==> config.mk <==
export PLATFORM = sky130hd
export DESIGN_NAME = vga_console_ctrl_flat
export DESIGN_NICKNAME = d
export VERILOG_FILES = /design/src/rtl/vga_console_if.sv /design/src/rtl/vga_console_ctrl.sv /design/src/flat_wrapper.sv
export SDC_FILE = /design/constraint.sdc
export NUM_CORES = 1
export LEC_CHECK = 0
export ABC_AREA = 1
export BUFFER_PORTS_ARGS = -buffer_cell sky130_fd_sc_hd__buf_2
export CAP_MARGIN = 20
export CORE_ASPECT_RATIO = 2
export CORE_MARGIN = 1
export CORE_UTILIZATION = 30
export CTS_CLUSTER_DIAMETER = 60
export DETAILED_ROUTE_END_ITERATION = 8
export HOLD_SLACK_MARGIN = 0.12
export PLACE_DENSITY = 0.59
export SYNTH_ARGS = -nofsm -noshare
export SYNTH_HDL_FRONTEND = slang
export SYNTH_SLANG_ARGS = --single-unit
==> constraint.sdc <==
create_clock -name wrclk -period 6.26 [get_ports wrclk]
set_input_delay 1.878 -clock wrclk [delete_from_list [all_inputs] [get_ports wrclk]]
set_output_delay 1.878 -clock wrclk [all_outputs]
set_load 0.05 [all_outputs]
==> src/rtl/vga_console_if.sv <==
// Character-stream and VRAM-write bundle for the VGA text console sequencer.
//
// master : byte/colour producer (CPU side). It drives char_valid, char_data,
//          color_set and color_val, and observes everything else.
// slave  : the console sequencer. It accepts the byte stream and drives the
//          VRAM write port (wren, wraddr, datain, memop), the colour register
//          strobe (color_wren), the scroll origin (start_line) and the
//          handshake/status flags (char_ready, busy).
interface vga_console_if;
  logic        char_valid;
  logic [7:0]  char_data;
  logic        char_ready;
  logic        color_set;
  logic [2:0]  color_val;
  logic        wren;
  logic [31:0] wraddr;
  logic [31:0] datain;
  logic [2:0]  memop;
  logic        color_wren;
  logic [5:0]  start_line;
  logic        busy;

  modport master (
    output char_valid, char_data, color_set, color_val,
    input  char_ready, wren, wraddr, datain, memop, color_wren, start_line, busy
  );

  modport slave (
    input  char_valid, char_data, color_set, color_val,
    output char_ready, wren, wraddr, datain, memop, color_wren, start_line, busy
  );
endinterface

==> src/rtl/vga_console_ctrl.sv <==
// Text-console sequencer for the write side of the VGA text display.
//
// Takes a byte stream (printable characters and control codes) over a
// valid/ready handshake, keeps the cursor, writes characters into the VRAM
// ring, scrolls by advancing start_line and blanking the newly exposed ring
// row, and clears the whole ring in hardware on form feed.
//
// Ports:
//   wrclk  : write clock, everything runs on its rising edge
//   rst_n  : synchronous active-low reset
//   bus    : vga_console_if.slave
//            char_valid/char_data/char_ready : byte stream handshake
//            color_set/color_val             : colour change request
//            wren/wraddr/datain/memop        : VRAM write port (registered)
//            color_wren                      : colour register strobe (registered)
//            start_line                      : ring row shown at screen top
//            busy                            : sequencer not in IDLE
module vga_console_ctrl #(
  parameter int          COLS      = 70,
  parameter int          RING_ROWS = 64,
  parameter int          VIS_ROWS  = 30,
  parameter logic [7:0]  BLANK     = 8'h20
) (
  input  logic           wrclk,
  input  logic           rst_n,
  vga_console_if.slave   bus
);

  localparam int RW    = 6;
  localparam int CW    = $clog2(COLS + 1);
  localparam int WORDS = RING_ROWS * COLS / 4;
  localparam int NW    = $clog2(WORDS + 1);
  localparam int AW    = 13;

  localparam logic [2:0] MEM_BYTE = 3'b000;
  localparam logic [2:0] MEM_WORD = 3'b010;

  typedef enum logic [1:0] {IDLE, WR_CHAR, CLR_LINE, CLR_ALL} state_t;
  // What WR_CHAR does to the cursor once its (optional) write is out.
  typedef enum logic [1:0] {OP_NONE, OP_ADV, OP_NL} op_t;

  function automatic logic [AW-1:0] cell_addr(input logic [RW-1:0] r,
                                              input logic [CW-1:0] c);
    return AW'(32'(r) * 32'(COLS) + 32'(c));
  endfunction

  function automatic logic [AW-1:0] word_addr(input logic [NW-1:0] n);
    return AW'({n, 2'b00});
  endfunction

  state_t          state_q,  state_d;
  op_t             op_q,     op_d;
  logic [RW-1:0]   row_q,    row_d;
  logic [CW-1:0]   col_q,    col_d;
  logic [RW-1:0]   sl_q,     sl_d;
  logic [RW-1:0]   crow_q,   crow_d;
  logic [NW-1:0]   cnt_q,    cnt_d;
  logic            wren_q,   wren_d;
  logic [AW-1:0]   waddr_q,  waddr_d;
  logic [31:0]     datain_q, datain_d;
  logic [2:0]      memop_q,  memop_d;
  logic            cwren_q,  cwren_d;

  logic [RW-1:0]   row_inc;
  logic            scroll;
  logic            nl;
  logic [7:0]      ch;

  // The next row wraps in 6 bits; it scrolls once it would sit VIS_ROWS
  // below the current top of screen.
  assign row_inc = row_q + RW'(1);
  assign scroll  = (RW'(row_inc - sl_q) == RW'(VIS_ROWS));
  assign nl      = (op_q == OP_NL) || ((op_q == OP_ADV) && (col_q == CW'(COLS - 1)));
  assign ch      = bus.char_data;

  always_comb begin
    state_d  = state_q;
    op_d     = op_q;
    row_d    = row_q;
    col_d    = col_q;
    sl_d     = sl_q;
    crow_d   = crow_q;
    cnt_d    = cnt_q;
    wren_d   = 1'b0;
    waddr_d  = waddr_q;
    datain_d = datain_q;
    memop_d  = memop_q;
    cwren_d  = 1'b0;

    case (state_q)
      IDLE: begin
        if (bus.char_valid) begin
          if (ch >= 8'h20 && ch <= 8'h7E) begin
            state_d  = WR_CHAR;
            op_d     = OP_ADV;
            wren_d   = 1'b1;
            memop_d  = MEM_BYTE;
            waddr_d  = cell_addr(row_q, col_q);
            datain_d = {24'b0, ch};
          end else begin
            case (ch)
              8'h0A: begin
                state_d = WR_CHAR;
                op_d    = OP_NL;
              end
              8'h0D: col_d = '0;
              8'h08: begin
                if (col_q != '0) begin
                  col_d    = col_q - CW'(1);
                  state_d  = WR_CHAR;
                  op_d     = OP_NONE;
                  wren_d   = 1'b1;
                  memop_d  = MEM_BYTE;
                  waddr_d  = cell_addr(row_q, col_q - CW'(1));
                  datain_d = {24'b0, BLANK};
                end
              end
              8'h0C: begin
                state_d  = CLR_ALL;
                wren_d   = 1'b1;
                memop_d  = MEM_WORD;
                waddr_d  = '0;
                datain_d = {4{BLANK}};
                cnt_d    = NW'(1);
              end
              default: ;
            endcase
          end
        end else if (bus.color_set) begin
          // Colour writes reuse datain; wren stays low this cycle.
          cwren_d  = 1'b1;
          datain_d = {29'b0, bus.color_val};
        end
      end

      WR_CHAR: begin
        state_d = IDLE;
        if (op_q == OP_ADV) col_d = col_q + CW'(1);
        if (nl) begin
          col_d = '0;
          row_d = row_inc;
          if (scroll) begin
            // First blank of the exposed row goes out with the state change.
            sl_d     = sl_q + RW'(1);
            crow_d   = row_inc;
            state_d  = CLR_LINE;
            wren_d   = 1'b1;
            memop_d  = MEM_BYTE;
            waddr_d  = cell_addr(row_inc, '0);
            datain_d = {24'b0, BLANK};
            cnt_d    = NW'(1);
          end
        end
      end

      CLR_LINE: begin
        if (cnt_q == NW'(COLS)) begin
          state_d = IDLE;
        end else begin
          wren_d  = 1'b1;
          waddr_d = cell_addr(crow_q, cnt_q[CW-1:0]);
          cnt_d   = cnt_q + NW'(1);
        end
      end

      CLR_ALL: begin
        if (cnt_q == NW'(WORDS)) begin
          state_d = IDLE;
          row_d   = '0;
          col_d   = '0;
          sl_d    = '0;
        end else begin
          wren_d  = 1'b1;
          waddr_d = word_addr(cnt_q);
          cnt_d   = cnt_q + NW'(1);
        end
      end

      default: state_d = IDLE;
    endcase
  end

  // Register stage: sequencer state and all write-port outputs.
  always_ff @(posedge wrclk) begin
    if (!rst_n) begin
      state_q  <= IDLE;
      op_q     <= OP_NONE;
      row_q    <= '0;
      col_q    <= '0;
      sl_q     <= '0;
      crow_q   <= '0;
      cnt_q    <= '0;
      wren_q   <= 1'b0;
      waddr_q  <= '0;
      datain_q <= '0;
      memop_q  <= MEM_BYTE;
      cwren_q  <= 1'b0;
    end else begin
      state_q  <= state_d;
      op_q     <= op_d;
      row_q    <= row_d;
      col_q    <= col_d;
      sl_q     <= sl_d;
      crow_q   <= crow_d;
      cnt_q    <= cnt_d;
      wren_q   <= wren_d;
      waddr_q  <= waddr_d;
      datain_q <= datain_d;
      memop_q  <= memop_d;
      cwren_q  <= cwren_d;
    end
  end

  assign bus.char_ready = (state_q == IDLE);
  assign bus.busy       = (state_q != IDLE);
  assign bus.wren       = wren_q;
  assign bus.wraddr     = 32'(waddr_q);
  assign bus.datain     = datain_q;
  assign bus.memop      = memop_q;
  assign bus.color_wren = cwren_q;
  assign bus.start_line = sl_q;

endmodule

==> src/flat_wrapper.sv <==
// flat-port wrapper written by rule: the top's interface ports become plain ports
module vga_console_ctrl_flat 
#(
  parameter int          COLS      = 70,
  parameter int          RING_ROWS = 64,
  parameter int          VIS_ROWS  = 30,
  parameter logic [7:0]  BLANK     = 8'h20
)
  (wrclk, rst_n, bus_char_valid, bus_char_data, bus_color_set, bus_color_val, bus_char_ready, bus_wren, bus_wraddr, bus_datain, bus_memop, bus_color_wren, bus_start_line, bus_busy);
  vga_console_if bus_i ();
  input  logic wrclk;
  input  logic rst_n;
  input wire logic [$bits(bus_i.char_valid)-1:0] bus_char_valid;
  input wire logic [$bits(bus_i.char_data)-1:0] bus_char_data;
  input wire logic [$bits(bus_i.color_set)-1:0] bus_color_set;
  input wire logic [$bits(bus_i.color_val)-1:0] bus_color_val;
  output wire logic [$bits(bus_i.char_ready)-1:0] bus_char_ready;
  output wire logic [$bits(bus_i.wren)-1:0] bus_wren;
  output wire logic [$bits(bus_i.wraddr)-1:0] bus_wraddr;
  output wire logic [$bits(bus_i.datain)-1:0] bus_datain;
  output wire logic [$bits(bus_i.memop)-1:0] bus_memop;
  output wire logic [$bits(bus_i.color_wren)-1:0] bus_color_wren;
  output wire logic [$bits(bus_i.start_line)-1:0] bus_start_line;
  output wire logic [$bits(bus_i.busy)-1:0] bus_busy;
  assign bus_i.char_valid = bus_char_valid;
  assign bus_i.char_data = bus_char_data;
  assign bus_i.color_set = bus_color_set;
  assign bus_i.color_val = bus_color_val;
  assign bus_char_ready = bus_i.char_ready;
  assign bus_wren = bus_i.wren;
  assign bus_wraddr = bus_i.wraddr;
  assign bus_datain = bus_i.datain;
  assign bus_memop = bus_i.memop;
  assign bus_color_wren = bus_i.color_wren;
  assign bus_start_line = bus_i.start_line;
  assign bus_busy = bus_i.busy;
  vga_console_ctrl #(.COLS(COLS), .RING_ROWS(RING_ROWS), .VIS_ROWS(VIS_ROWS), .BLANK(BLANK)) u_core (.wrclk(wrclk), .rst_n(rst_n), .bus(bus_i));
endmodule
* Word level (Yosys, flattened, before mapping)
Index checks and enable logic that the tools add are counted.
Word-level totals: logic and storage cells 149, output and inout bits 77, flip-flop bits (word level) 90, input bits 15
Operators by class: add/sub/neg operators 9, multiplexer cells 68, bitwise logic cells 2, multipliers 3, eq/ne operators 32, order comparisons 2, reductions and logical operators 21
Operators by type and width (number):
- $mux W32 | 6
- $pmux W32 S2 | 2
- $mux W13 | 7
- $mux W11 | 7
- $pmux W13 S4 | 1
- $pmux W11 S4 | 1
- $mux W7 | 6
- $add A13 B7 Y13 | 3
- $mul A6 B6 Y12 const B | 3
- $eq A8 B4 Y1 const B | 4
- $pmux W13 S2 | 1
- $mux W6 | 4
- $pmux W6 S2 | 2
- $pmux W7 S3 | 1
- $reduce_and A7 Y1 | 3
- $mux W2 | 9
- $mux W3 | 5
- $pmux W7 S2 | 1
- $add A6 B1 Y6 const B | 2
- $pmux W3 S2 | 2
- $reduce_and A6 Y1 | 2
- $add A11 B1 Y11 const B | 1
- $eq A11 B11 Y1 const B | 1
- $eq A11 B7 Y1 const B | 1
- other kinds (36) | 62

* Depth between registers and ports, before layout
Gate-level depths: netlist of run 1.
depth in word-level cells 7, mapped depth 21, mapped depth without buffers 21

* Worst setup path before layout of run 1
Ideal clock, no wire load.
path type register to register, start point register u_core.row_q[0], end point register u_core.waddr_q[12], clock period less this slack 3.318 ns, stages on the path, launching flop included 15, arrival 3.248 ns, required time 6.190 ns, buffers on the path 0, path slack 2.942 ns, library setup time 0.070 ns, path through dfxtp_1 -> ha_1 -> nand2_1 -> xor2_1 -> ha_1 -> ha_1 -> fa_1 -> ha_1 -> a21oi_1 -> o211ai_1 -> a21oi_1 -> or2_2 -> nand2_1 -> nand2_1 -> a21oi_1
On the way: elaborated cells between the ends (all ways) 16, those cells by class 4 x add/sub; 2 x mul; 2 x eq/ne; 7 x mux; 1 x reduce/logical
RTL lines:
- start, declared | line vga_console_ctrl.sv:53 | logic [RW-1:0] row_q, row_d;
- start signal, assigned | line vga_console_ctrl.sv:201 | row_q <= row_d;
- $add A6 B1 Y6 (*) | line vga_console_ctrl.sv:71 | assign row_inc = row_q + RW'(1);
- net u_core.row_inc[4] | line vga_console_ctrl.sv:64 | logic [RW-1:0] row_inc;
- $mul A6 B6 Y12 or $sub A6 B6 Y6 (tied branches) | line vga_console_ctrl.sv:44, vga_console_ctrl.sv:72
- $mux W13 or $eq A6 B5 Y1 (tied branches) | line vga_console_ctrl.sv:142, vga_console_ctrl.sv:72
- $mux W13 or $ne A2 B1 Y1 (tied branches)
- $pmux W13 S4 or $reduce_and A7 Y1 (tied branches)
- end signal, assigned | line vga_console_ctrl.sv:207 | waddr_q <= waddr_d;
- end, declared | line vga_console_ctrl.sv:59 | logic [AW-1:0] waddr_q, waddr_d;
The timed path passes the listed nets; every way through them passes the cells marked *. The select of a mux whose other input is x is not followed. A chain may end at the register's enable or synchronous reset.

* Worst setup path in the final report of run 1
start point register u_core.state_q[1], end point output bus_busy
On the way: cells in the longest elaborated chain, start to end 1
RTL lines:
- start, declared | line vga_console_ctrl.sv:51 | state_t state_q, state_d;
- start signal, assigned | line vga_console_ctrl.sv:199 | state_q <= state_d;
- $reduce_bool A2 Y1 | line vga_console_ctrl.sv:215 | assign bus.busy = (state_q != IDLE);
- end, declared | line flat_wrapper.sv:24 | output wire logic [$bits(bus_i.busy)-1:0] bus_busy;
No other way between the ends.

==> results of run 1 <==
[layout make-up]
class,instances,area (um2)
Fill cell,2501,15190
Multi-Input combinational cell,813,4828
Sequential cell,65,1301
Inverter,140,530.5
Tap cell,280,350.3
Timing Repair Buffer,51,260.3
Clock buffer,12,236.5
Clock inverter,3,42.54
[critical path, delay by kind of cell, from the launching register on]
family / cells / cell delay [ps]
buf+inv: 2 / 910
flops: 1 / 740
simple gates: 1 / 220
[cell usage after synthesis (all sizes together), types with 2 or more instances]
library cell	n
nand3b	8
or2	6
a211oi	5
inv	136
clkinv	4
o21ai	64
o22ai	5
o211ai	6
ha	85
buf	55
dfxtp	65
nor4	4
fa	9
xnor2	7
clkbuf	7
nor2	83
o31ai	5
a31oi	3
nand4	20
a21oi	80
xor2	20
o2111ai	2
o221ai	2
nor3	23
nand2	252
nand3	72
a221oi	2
[state kept, by name, indices dropped and copies added (netlist names)]
| register | flops |
|---|---|
| u_core.bus.color_wren | 1 |
| u_core.bus.datain | 9 |
| u_core.bus.memop | 1 |
| u_core.bus.start_line | 6 |
| u_core.bus.wren | 1 |
| u_core.cnt_q | 11 |
| u_core.col_q | 7 |
| u_core.crow_q | 6 |
| u_core.op_q | 2 |
| u_core.row_q | 6 |
| u_core.state_q | 2 |
| u_core.waddr_q | 13 |
[kinds of logic (layout without fill, tap and decap cells)]
group	after synthesis	after routing	share of synthesized area, %
xor gates and xnor gates	27	27	3.402
other	1	42	0.05395
DFF	65	65	18.72
and+or+nand+nor	470	470	31.14
AOI/OAI and AO/OA	180	180	14.76
buffers and inverters	202	206	14.02
adders and majority gates	94	94	17.89
[layer usage]
metal	global-route usage, %	vias up	share of wire, %
met5	0	-	0
met4	13.56	0	6.4
met3	2.576	65	3.2
met2	36.08	193	55
met1	17.40	3116	35
li1	-	3433	-
[power groups by stage]
stage / sequential [mW] / combinational (mW) / clock, mW
final: 0.521 / 0.874 / 0.496
after global routing: 0.527 / 0.955 / 0.519
after CTS: 0.520 / 0.871 / 0.506
after detailed placement: 0.527 / 0.867 / 0
after global placement: 0.530 / 0.865 / 0
after floorplan: 0.603 / 0.603 / 0
[final timing paths]
check,from,endpoint,depth (start not counted)
min reg2reg,u_core.bus.datain[7]$_SDFFE_PN0P_,u_core.bus.datain[7]$_SDFFE_PN0P_,2
min,u_core.bus.datain[7]$_SDFFE_PN0P_,u_core.bus.datain[7]$_SDFFE_PN0P_,2
max reg2reg,u_core.row_q[0]$_SDFFE_PN0P_,u_core.waddr_q[11]$_SDFFE_PN0P_,21
max,u_core.state_q[1]$_SDFFE_PN0P_,bus_busy,3
[stage by stage]
| step | power, mW | util (%) |
|---|---|---|
| finish | 1.891 | 33.20 |
| CTS | 1.896 | 33.20 |
| global route | 2.001 | 33.20 |
| detailed placement | 1.395 | 31.97 |
| global placement | 1.394 | 31.97 |
| floorplan | 1.206 | - |
==> impl_metrics.sql, run 1 <==
INSERT INTO impl_metrics (metric_group, metric, value, unit) VALUES
('yosys', 'synthDominantCellAreaShare', '18.72', '%'),
('final_layout', 'layout_common_cells', 'nand2_1, inv_1, ha_1', ''),
('sta', 'post-route-period-util', '65.84', '%'),
('yosys', 'post_synth.cell_area_avg', '6.690', 'um2'),
('clocking', 'clkSlewWorstSetupHoldPaths', '60', 'ps'),
('yosys', 'syn_inst', '1039', ''),
('sta', 'setup_viol_count_final', '0', ''),
('clocking', 'number_of_clock_buffers_inserted_by_tritoncts', '9', ''),
('detailed_routing', 'total_vias_in_the_final_route', '6807', ''),
('yosys', 'post_synth_instance_area', '6950', 'um2'),
('yosys', 'synth_seq_cells', '65', ''),
('die', 'dieArea', '23820', 'um2'),
('yosys', 'number_of_unique_standard_cell_types_used_by_synthesis', '54', ''),
('setup_path', 'cell_breakdown_of_the_critical_path', 'nor2_4 -> inv_1 -> buf_2', ''),
('place', 'dp_worst_setup_slack', '2325', 'ps'),
('setup_path', 'timing.critical_path.slowest_cell_delay', '740', 'ps'),
('yosys', 'synth_largest_area_cell', 'dfxtp_1', ''),
('clocking', 'cts.htree.levels', '3', ''),
('sta', 'final_period_minus_worst_setup_slack', '4122', 'ps'),
('final_layout', 'final_area', '7550', 'um2'),
('detailed_routing', 'detail_route.first_pass.iterations', '5', ''),
('final_layout', 'antenna-diode-count', '0', ''),
('power', 'power_report.internal_total', '0.9926', 'mW'),
('setup_path', 'crit_path_end_kind', 'output port', ''),
('clocking', 'tritoncts', 'yes', ''),
('final_layout', 'final_cell_count_no_fill', '1364', ''),
('place', 'placed_cells', '1349', ''),
('setup_path', 'crit_path_top_delay_cell', 'dfxtp_1', ''),
('power', 'vdd_ir_drop_max', '0.0001521', 'V'),
('power', 'combinationalPowerShare', '46.2', '%'),
('power', 'total_switching_power', '0.8987', 'mW'),
('power', 'sequentialPowerShare', '27.5', '%'),
('global_routing', 'overflow', '0', ''),
('yosys', 'synth-seq-area-share', '18.72', '%'),
('setup_path', 'r2r_setup_slack', '2350', 'ps'),
('flow_run', 'drv.max_cap_violation_count', '0', ''),
('place', 'placed_cell_area', '7271', 'um2'),
('final_layout', 'signed_area_change_from_the_synthesized_netlist_to_the_final_layout', '8.623', '%'),
('sta', 'fin_setup_tns', '0', 'ps'),
('die', 'die_w', '109.6', 'um'),
('detailed_routing', 'drt-wirelength-per-cell', '15.61', 'um'),
('clocking', 'post_cts_gate_resize_count', '0', ''),
('worst_hold_path', 'min-delay-path-class', 'flop to flop', ''),
('final_layout', 'num-nets-final', '1189', ''),
('die', 'boundaryPins', '92', ''),
('setup_path', 'startpoint_type', 'flop', ''),
('sta', 'timing.fmax', '242.6', 'MHz'),
('sta', 'worst-slew-pin-transition', '708.8', 'ps'),
('setup_path', 'arrival', '2240', 'ps'),
('setup_path', 'crit_required', '4380', 'ps'),
('global_routing', 'grt_max_degree', '27', ''),
('power', 'clock_power_share', '26.2', '%'),
('place', 'port_buffers', '49', ''),
('detailed_routing', 'ant_nets', '0', ''),
('power', 'power.density_cell_area', '250.5', 'nW/um2'),
('setup_path', 'critical_path_class', 'flop to output port', ''),
('yosys', 'synth.top_cells.by_area', 'dfxtp_1, ha_1, nand2_1', ''),
('setup_path', 'crit_path_max_fanout', '16', ''),
('die', 'chipHeight', '217.3', 'um'),
('global_routing', 'number_of_global_route_vias_before_repair', '6607', ''),
('sta', 'unrepaired_setup_endpoints_after_global_routing', 'false', ''),
('clocking', 'cts_buffer_depth', '2', ''),
('clocking', 'cts_post_setup_buffers_inserted', '0', ''),
('clocking', 'cts_hold_repair.buffers', '0', ''),
('sta', 'finalHoldViolations', '0', ''),
('clocking', 'cts_sinks', '65', ''),
('detailed_routing', 'route.detailed.drc', '0', ''),
('place', 'final_hpwl_dp', '17530', 'um'),
('run_status', 'status', 'completed', ''),
('detailed_routing', 'detailedRoute.firstIterationViolations', '307', ''),
('die', 'design.core.area', '22740', 'um2');
(Power assumes the default switching activity.)
==> run 2: changes to the inputs <==
Settings changed: PLACE_DENSITY 0.59 to 0.61.
Clock period 6.26 ns to 3.6 ns, I/O delays scaled along.
==> impl_metrics.sql, run 2 (synthesis results as in run 1) <==
INSERT INTO impl_metrics (metric_group, metric, value, unit) VALUES
('run_status', 'status', 'completed', ''),
('final_layout', 'most_common_library_cell_in_the_layout_ignoring_fill_and_taps', 'nand2_1', ''),
('final_layout', 'layout_common_cells', 'nand2_1, inv_1, a21oi_1, ha_1, nand3_1', ''),
('setup_path', 'critPathCapture', 'u_core.waddr_q[11]$_SDFFE_PN0P_', ''),
('sta', 'fin_setup_tns', '0', 'ps'),
('clocking', 'cts_post_setup_buffers_inserted', '0', ''),
('place', 'port_buffers', '49', ''),
('sta', 'timing.fmax', '292.9', 'MHz'),
('die', 'design.core.area', '22740', 'um2'),
('clocking', 'root_buffer', 'clkbuf_16', ''),
('place', 'globalplace.congestion', '0.9387', ''),
('detailed_routing', 'totalWireLength', '21290', 'um'),
('detailed_routing', 'drt_via_density', '5.033', ''),
('clocking', 'number_of_clock_buffers_inserted_by_tritoncts', '9', ''),
('power', 'power.density_cell_area', '433.4', 'nW/um2'),
('power', 'post-layout-total-power', '3.380', 'mW'),
('setup_path', 'critical_path_class', 'flop to flop', ''),
('final_layout', 'flip_flop_count_of_the_largest_register_after_layout', '13', ''),
('clocking', 'cts_hold_repair.buffers', '0', ''),
('setup_path', 'crit_path_top_delay_cell', 'dfxtp_1', ''),
('setup_path', 'timing.rr.end', 'u_core.waddr_q[11]$_SDFFE_PN0P_', ''),
('setup_path', 'startpoint', 'u_core.crow_q[4]$_SDFFE_PN0P_', ''),
('clocking', 'cts.htree.levels', '3', ''),
('die', 'core.rowCount', '78', ''),
('setup_path', 'number_of_buffer_and_inverter_instances_along_the_worst_setup_path', '0', ''),
('sta', 'finalHoldViolations', '0', ''),
('place', 'final_hpwl_dp', '17450', 'um'),
('sta', 'worst-slew-pin-transition', '968.0', 'ps'),
('clocking', 'cts_sinks', '65', ''),
('sta', 'slew_violations', '0', ''),
('sta', 'timing.max_slew.rel_slack', '35.07', '%'),
('global_routing', 'number_of_global_route_vias_before_repair', '6630', ''),
('setup_path', 'r2r_setup_slack', '190', 'ps'),
('final_layout', 'num-nets-final', '1205', ''),
('power', 'static-leakage-power', '3.877', 'nW'),
('clocking', 'worst_skew_pair.late_latency', '360', 'ps'),
('clocking', 'tritoncts', 'yes', ''),
('sta', 'worst_slack', '185.9', 'ps'),
('clocking', 'clkSlewWorstSetupHoldPaths', '60', 'ps'),
('final_layout', 'signed_area_change_from_the_synthesized_netlist_to_the_final_layout', '12.21', '%'),
('global_routing', 'number_of_antenna_violations_at_the_first_check_in_global_routing', '0', ''),
('worst_hold_path', 'min-delay-path-class', 'flop to flop', ''),
('detailed_routing', 'drt-wirelength-per-cell', '15.41', 'um'),
('power', 'vdd_ir_drop_max', '0.0002906', 'V'),
('detailed_routing', 'ant_nets', '0', ''),
('setup_path', 'reg_to_reg_startpoint', 'u_core.crow_q[4]$_SDFFE_PN0P_', ''),
('setup_path', 'startpoint_type', 'flop', ''),
('detailed_routing', 'detailedRoute.firstIterationViolations', '289', ''),
('die', 'initial_core_util', '30.57', '%'),
('detailed_routing', 'total_vias_in_the_final_route', '6950', ''),
('sta', 'post-route-period-util', '94.84', '%'),
('sta', 'skew', '15.28', 'ps'),
('place', 'dp_worst_setup_slack', '37.92', 'ps'),
('global_routing', 'overflow', '0', ''),
('global_routing', 'grt_max_degree', '26', ''),
('final_layout', 'most_flops_register', 'u_core.waddr_q', ''),
('sta', 'setup_viol_count_final', '0', ''),
('die', 'chipHeight', '217.3', 'um'),
('die', 'dieArea', '23820', 'um2'),
('setup_path', 'timing.critical_path.slowest_cell_delay', '440', 'ps'),
('setup_path', 'crit_required', '3890', 'ps'),
('flow_run', 'drv.max_cap_violation_count', '0', ''),
('detailed_routing', 'detail_route.first_pass.iterations', '5', ''),
('detailed_routing', 'route.detailed.drc', '0', ''),
('setup_path', 'crit_path_max_fanout', '6', ''),
('final_layout', 'antenna-diode-count', '0', ''),
('final_layout', 'drive_above_1_share', '14.17', '%'),
('global_routing', 'first_pass_grt_wire_length', '33540', 'um'),
('die', 'die_w', '109.6', 'um'),
('setup_path', 'reg2reg_depth', '16', ''),
('setup_path', 'crit_path_end_kind', 'flop', ''),
('final_layout', 'n_fill_cell', '2445', ''),
('setup_path', 'cell_breakdown_of_the_critical_path', 'ha_1 -> ha_1 -> ha_1 -> ha_1 -> xnor2_1 -> ha_1 -> nand2_1 -> o21ai_0 -> o21ai_1 -> nor2_1 -> nand2_1 -> nand2_1 -> nand3_1 -> nand2_1 -> nand2_1 -> a21oi_1', ''),
('setup_path', 'arrival', '3700', 'ps'),
('clocking', 'cts_buffer_depth', '2', ''),
('global_routing', 'global_router_s_overall_resource_usage', '18.73', '%'),
('sta', 'final_period_minus_worst_setup_slack', '3414', 'ps'),
('die', 'boundaryPins', '92', ''),
('setup_path', 'critical_path.top_delay_family', 'adder cells', ''),
('setup_path', 'critical_path_depth', '16', '');
[run 2: cell count changes in the layout (fill, tap and decap cells not counted), sizes merged]
cell	delta
buf	+16
clkbuf	-2
inv	+2
clkinv	+1
[run 2: where the power goes]
part	switching (mW)	internal, mW
combinational	1.13	0.429
sequential	0.106	0.799
clock	0.371	0.545
[run 2: what timing repair did]
action | 4_1_cts | 5_1_grt
gates resized for setup | 0 | 26
hold endpoints to repair | 0 | 0
setup endpoints to repair | 0 | 6
[run 2: area by class of cell]
type | instances | area (um2) | share of cell area, %
Timing Repair Buffer | 67 | 380.4 | 4.877
Multi-Input combinational cell | 813 | 4923 | 63.13
Tap cell | 280 | 350.3 | 4.492
Clock inverter | 6 | 75.07 | 0.9626
Sequential cell | 65 | 1310 | 16.80
Inverter | 140 | 530.5 | 6.803
Clock buffer | 10 | 229.0 | 2.936
[run 2: worst min-delay path by stage]
stage                                      startpoint                                end  slack [ps]  cells past startpoint
finish              u_core.bus.datain[7]$_SDFFE_PN0P_  u_core.bus.datain[7]$_SDFFE_PN0P_         450                      2
global route        u_core.bus.datain[0]$_SDFFE_PN0P_  u_core.bus.datain[0]$_SDFFE_PN0P_         480                      2
CTS                 u_core.bus.datain[7]$_SDFFE_PN0P_  u_core.bus.datain[7]$_SDFFE_PN0P_         460                      2
detailed placement  u_core.bus.datain[7]$_SDFFE_PN0P_  u_core.bus.datain[7]$_SDFFE_PN0P_         450                      2
global placement    u_core.bus.datain[7]$_SDFFE_PN0P_  u_core.bus.datain[7]$_SDFFE_PN0P_         450                      2
floorplan               u_core.crow_q[3]$_SDFFE_PN0P_      u_core.crow_q[3]$_SDFFE_PN0P_         460                      2
[run 2: routing by layer]
layer | GRT usage [%] | vias up | part of all wire, %
met1 | 16.71 | 3198 | 34
met4 | 15.42 | 0 | 8.5
met5 | 0 | - | 0
met2 | 35.24 | 195 | 54
li1 | - | 3483 | -
met3 | 3.205 | 74 | 3.3
[run 2: per-stage QoR]
stage / util, % / instance area (um2) / hold WS (ps) / cells
5_1_grt: 34.30 / 7799 / 482.7 / 1381
4_1_cts: 33.84 / 7695 / 461.3 / 1381
6_report: 34.30 / 7799 / 452.3 / 1381
3_5_place_dp: 32.50 / 7391 / 451.6 / 1365
2_1_floorplan: - / 7104 / 461.1 / 1080
3_3_place_gp: 32.50 / 7391 / 445.8 / 1365
[run 2: tightest hold or removal path: stages (launching register included)]
cell and delay (ps):
dfxtp_1 320, nand2_1 60, nor2_1 40
==> run 3: changes to the inputs <==
Settings changed: ABC_AREA 1 to unset.
==> impl_metrics.sql, run 3 <==
INSERT INTO impl_metrics (metric_group, metric, value, unit) VALUES
('die', 'chipHeight', '210.9', 'um'),
('yosys', 'synthTopCellsByCount', 'nor2_1, ha_1, dfxtp_1', ''),
('place', 'port_buffers', '49', ''),
('detailed_routing', 'ant_nets', '0', ''),
('sta', 'setup_viol_count_final', '0', ''),
('setup_path', 'timing.critical_path.slowest_cell_delay', '500', 'ps'),
('setup_path', 'critical_path_class', 'flop to flop', ''),
('die', 'die_w', '106.4', 'um'),
('detailed_routing', 'route.detailed.drc', '0', ''),
('yosys', 'post_synth.cell_area_avg', '8.109', 'um2'),
('yosys', 'dominantRegCellSynth', 'dfxtp_1', ''),
('global_routing', 'number_of_antenna_violations_at_the_first_check_in_global_routing', '0', ''),
('detailed_routing', 'drt-wirelength-per-cell', '16.96', 'um'),
('power', 'power.density_cell_area', '260.3', 'nW/um2'),
('final_layout', 'signed_area_change_from_the_synthesized_netlist_to_the_final_layout', '16.71', '%'),
('sta', 'post-route-period-util', '95.65', '%'),
('global_routing', 'number_of_global_route_vias_before_repair', '6189', ''),
('yosys', 'yosys.area_share.simple', '18.72', '%'),
('setup_path', 'cpMostUsedCell', 'ha_1', ''),
('yosys', 'ys_warn_count', '0', ''),
('clocking', 'tritoncts', 'yes', ''),
('power', 'vdd_ir_drop_max', '0.0002364', 'V'),
('run_status', 'status', 'completed', ''),
('setup_path', 'reg2reg_depth', '17', ''),
('sta', 'skew', '9.819', 'ps'),
('final_layout', 'drive_above_1_share', '17.75', '%'),
('yosys', 'number_of_unique_standard_cell_types_used_by_synthesis', '76', ''),
('place', 'globalplace.congestion', '0.9611', ''),
('yosys', 'synthXorXnorAreaFrac', '8.642', '%'),
('yosys', 'synth-compound-area-share', '20.84', '%'),
('yosys', 'synthArstFlopShare', '0', '%'),
('sta', 'timing.fmax', '290.4', 'MHz'),
('setup_path', 'critPathCapture', 'u_core.waddr_q[7]$_SDFFE_PN0P_', ''),
('sta', 'final_period_minus_worst_setup_slack', '3444', 'ps'),
('yosys', 'synth_edf_count', '0', ''),
('setup_path', 'timing.rr.end', 'u_core.waddr_q[7]$_SDFFE_PN0P_', ''),
('final_layout', 'antenna-diode-count', '0', ''),
('setup_path', 'crit_path_top_delay_cell', 'fa_1', ''),
('final_layout', 'most_common_library_cell_in_the_layout_ignoring_fill_and_taps', 'nor2_1', ''),
('final_layout', 'num-nets-final', '994', ''),
('setup_path', 'cell_breakdown_of_the_critical_path', 'buf_4 -> ha_1 -> ha_1 -> ha_1 -> inv_1 -> fa_1 -> inv_1 -> ha_1 -> buf_4 -> o21a_1 -> o31a_1 -> o21ai_0 -> nand2b_1 -> xor2_1 -> o211ai_1 -> nand4_1 -> a21oi_1', ''),
('power', 'static-leakage-power', '3.375', 'nW'),
('worst_hold_path', 'min-delay-path-class', 'flop to flop', ''),
('final_layout', 'most_flops_register', 'u_core.waddr_q', ''),
('detailed_routing', 'detail_route.first_pass.iterations', '5', ''),
('global_routing', 'overflow', '0', ''),
('yosys', 'synth-seq-area-share', '19.89', '%'),
('yosys', 'synth_fa_ha_area_share', '19.01', '%'),
('setup_path', 'crit_required', '3890', 'ps'),
('final_layout', 'final_area', '7637', 'um2'),
('yosys', 'post_synth_instance_area', '6544', 'um2'),
('setup_path', 'crit_path_max_fanout', '3', ''),
('detailed_routing', 'detailedRoute.firstIterationViolations', '257', ''),
('setup_path', 'reg_to_reg_startpoint', 'u_core.crow_q[2]$_SDFFE_PN0P_', ''),
('setup_path', 'startpoint_type', 'flop', ''),
('sta', 'slew_violations', '0', ''),
('yosys', 'synthDominantCellAreaShare', '19.89', '%'),
('clocking', 'number_of_clock_buffers_inserted_by_tritoncts', '9', ''),
('clocking', 'cts.htree.levels', '3', ''),
('detailed_routing', 'drt_via_density', '5.319', ''),
('die', 'boundaryPins', '92', ''),
('clocking', 'cts_sinks', '65', ''),
('die', 'design.core.area', '21490', 'um2'),
('die', 'initial_core_util', '30.45', '%'),
('setup_path', 'arrival', '3730', 'ps'),
('detailed_routing', 'totalWireLength', '19720', 'um'),
('final_layout', 'fin_util', '35.54', '%'),
('clocking', 'clkSlewWorstSetupHoldPaths', '60', 'ps'),
('sta', 'finalHoldViolations', '0', ''),
('yosys', 'synth_largest_area_cell', 'dfxtp_1', ''),
('setup_path', 'crit_path_end_kind', 'flop', ''),
('yosys', 'syn_inst', '807', ''),
('yosys', 'synth.top_cells.by_area', 'dfxtp_1, ha_1, xnor2_1', ''),
('global_routing', 'grt_max_degree', '39', ''),
('place', 'placed_cells', '1146', ''),
('sta', 'timing.max_slew.rel_slack', '59.96', '%'),
('final_layout', 'layout_common_cells', 'nor2_1, ha_1, dfxtp_1', ''),
('sta', 'worst-slew-pin-transition', '597.8', 'ps'),
('clocking', 'worst_skew_pair.late_latency', '360', 'ps'),
('setup_path', 'startpoint', 'u_core.crow_q[2]$_SDFFE_PN0P_', ''),
('flow_run', 'drv.max_cap_violation_count', '0', ''),
('global_routing', 'first_pass_grt_wire_length', '31190', 'um'),
('global_routing', 'global_router_s_overall_resource_usage', '18.20', '%'),
('clocking', 'root_buffer', 'clkbuf_16', ''),
('final_layout', 'flip_flop_count_of_the_largest_register_after_layout', '13', ''),
('die', 'dieArea', '22440', 'um2'),
('yosys', 'synthMuxAreaShare', '2.906', '%'),
('setup_path', 'r2r_setup_slack', '160', 'ps'),
('detailed_routing', 'total_vias_in_the_final_route', '6186', ''),
('yosys', 'synth_top_family_by_area', 'compound AO/OA/AOI/OAI gates', ''),
('die', 'core.rowCount', '76', ''),
('clocking', 'cts_buffer_depth', '2', ''),
('final_layout', 'final_cell_count_no_fill', '1163', ''),
('yosys', 'synth_seq_cells', '65', ''),
('yosys', 'synth_most_common_cell', 'nor2_1', ''),
('place', 'placed_cell_area', '7198', 'um2'),
('place', 'final_hpwl_dp', '15920', 'um');
[run 3: how the worst min path moves through the flow]
stage                                               from                             end  cells past startpoint
after detailed placement  u_core.waddr_q[7]$_SDFFE_PN0P_  u_core.waddr_q[7]$_SDFFE_PN0P_                      2
after CTS                 u_core.waddr_q[7]$_SDFFE_PN0P_  u_core.waddr_q[7]$_SDFFE_PN0P_                      2
after global placement    u_core.waddr_q[7]$_SDFFE_PN0P_  u_core.waddr_q[7]$_SDFFE_PN0P_                      2
final                     u_core.waddr_q[7]$_SDFFE_PN0P_  u_core.waddr_q[7]$_SDFFE_PN0P_                      2
after floorplan              u_core.op_q[1]$_SDFFE_PN0P_     u_core.op_q[1]$_SDFFE_PN0P_                      2
after global routing      u_core.waddr_q[7]$_SDFFE_PN0P_  u_core.waddr_q[7]$_SDFFE_PN0P_                      2
[run 3: timing repair]
item                       4_1_cts  5_1_grt
pin swaps                        1        6
resized for setup                3       27
hold buffers                     0        0
setup buffers                    0        1
gates cloned                     0        0
setup endpoints to repair        2        5
[run 3: worst max-delay path, delay by kind of cell (launching register included)]
kind / cells / cell delay [ps]
buffers and inverters: 4 / 420
AOI/OAI and AO/OA: 5 / 700
adders and majority gates: 5 / 1460
xor gates and xnor gates: 1 / 170
DFF: 1 / 340
and+or+nand+nor: 2 / 290
[run 3: cell families (layout without fill, tap and decap cells)]
kind of cell	Yosys count	after routing
XOR/XNOR	63	63
adder cells (fa/ha/maj)	94	94
other	1	42
buffers and inverters	121	163
AO/OA/AOI/OAI	200	200
multiplexers	16	16
flip-flops	65	65
AND/OR/NAND/NOR	247	247
[run 3: per-stage QoR]
step / worst slack, ps / power [mW] / setup TNS [ps] / hold slack [ps]
2_1_floorplan: 27.66 / 1.037 / 0 / 458.3
3_3_place_gp: -17.63 / 1.074 / -17.63 / 448.1
3_5_place_dp: -82.80 / 1.075 / -82.80 / 446.5
4_1_cts: 6.711 / 2.013 / 0 / 454.5
5_1_grt: -81.71 / 2.051 / -81.71 / 470.0
6_report: 156.5 / 1.988 / 0 / 451.6
[run 3: area by class of cell]
class                   instances  area (um2)
clock buffers                   9       225.2
inverters                      47       176.4
multi-input cells             662        4870
repair buffers                100       640.6
flip-flops and latches         65        1304
well taps                     273       341.6
clock inverters                 7       80.08
fillers                      2267       13850
[run 3: per-layer routing]
layer  GRT usage [%]  vias up  share of wire, %
li1                -     2984                 -
met1           15.78     2920                33
met2           35.36      205                55
met3           2.746       77               3.5
met4           15.40        0               8.5
met5               0        -                 0
[run 3: power by group]
part | internal [mW] | switching, mW | leakage (nW)
clock | 0.541 | 0.385 | 0.142
sequential | 0.735 | 0.00854 | 0.527
combinational | 0.0701 | 0.248 | 2.71
total | 1.35 | 0.642 | 3.38
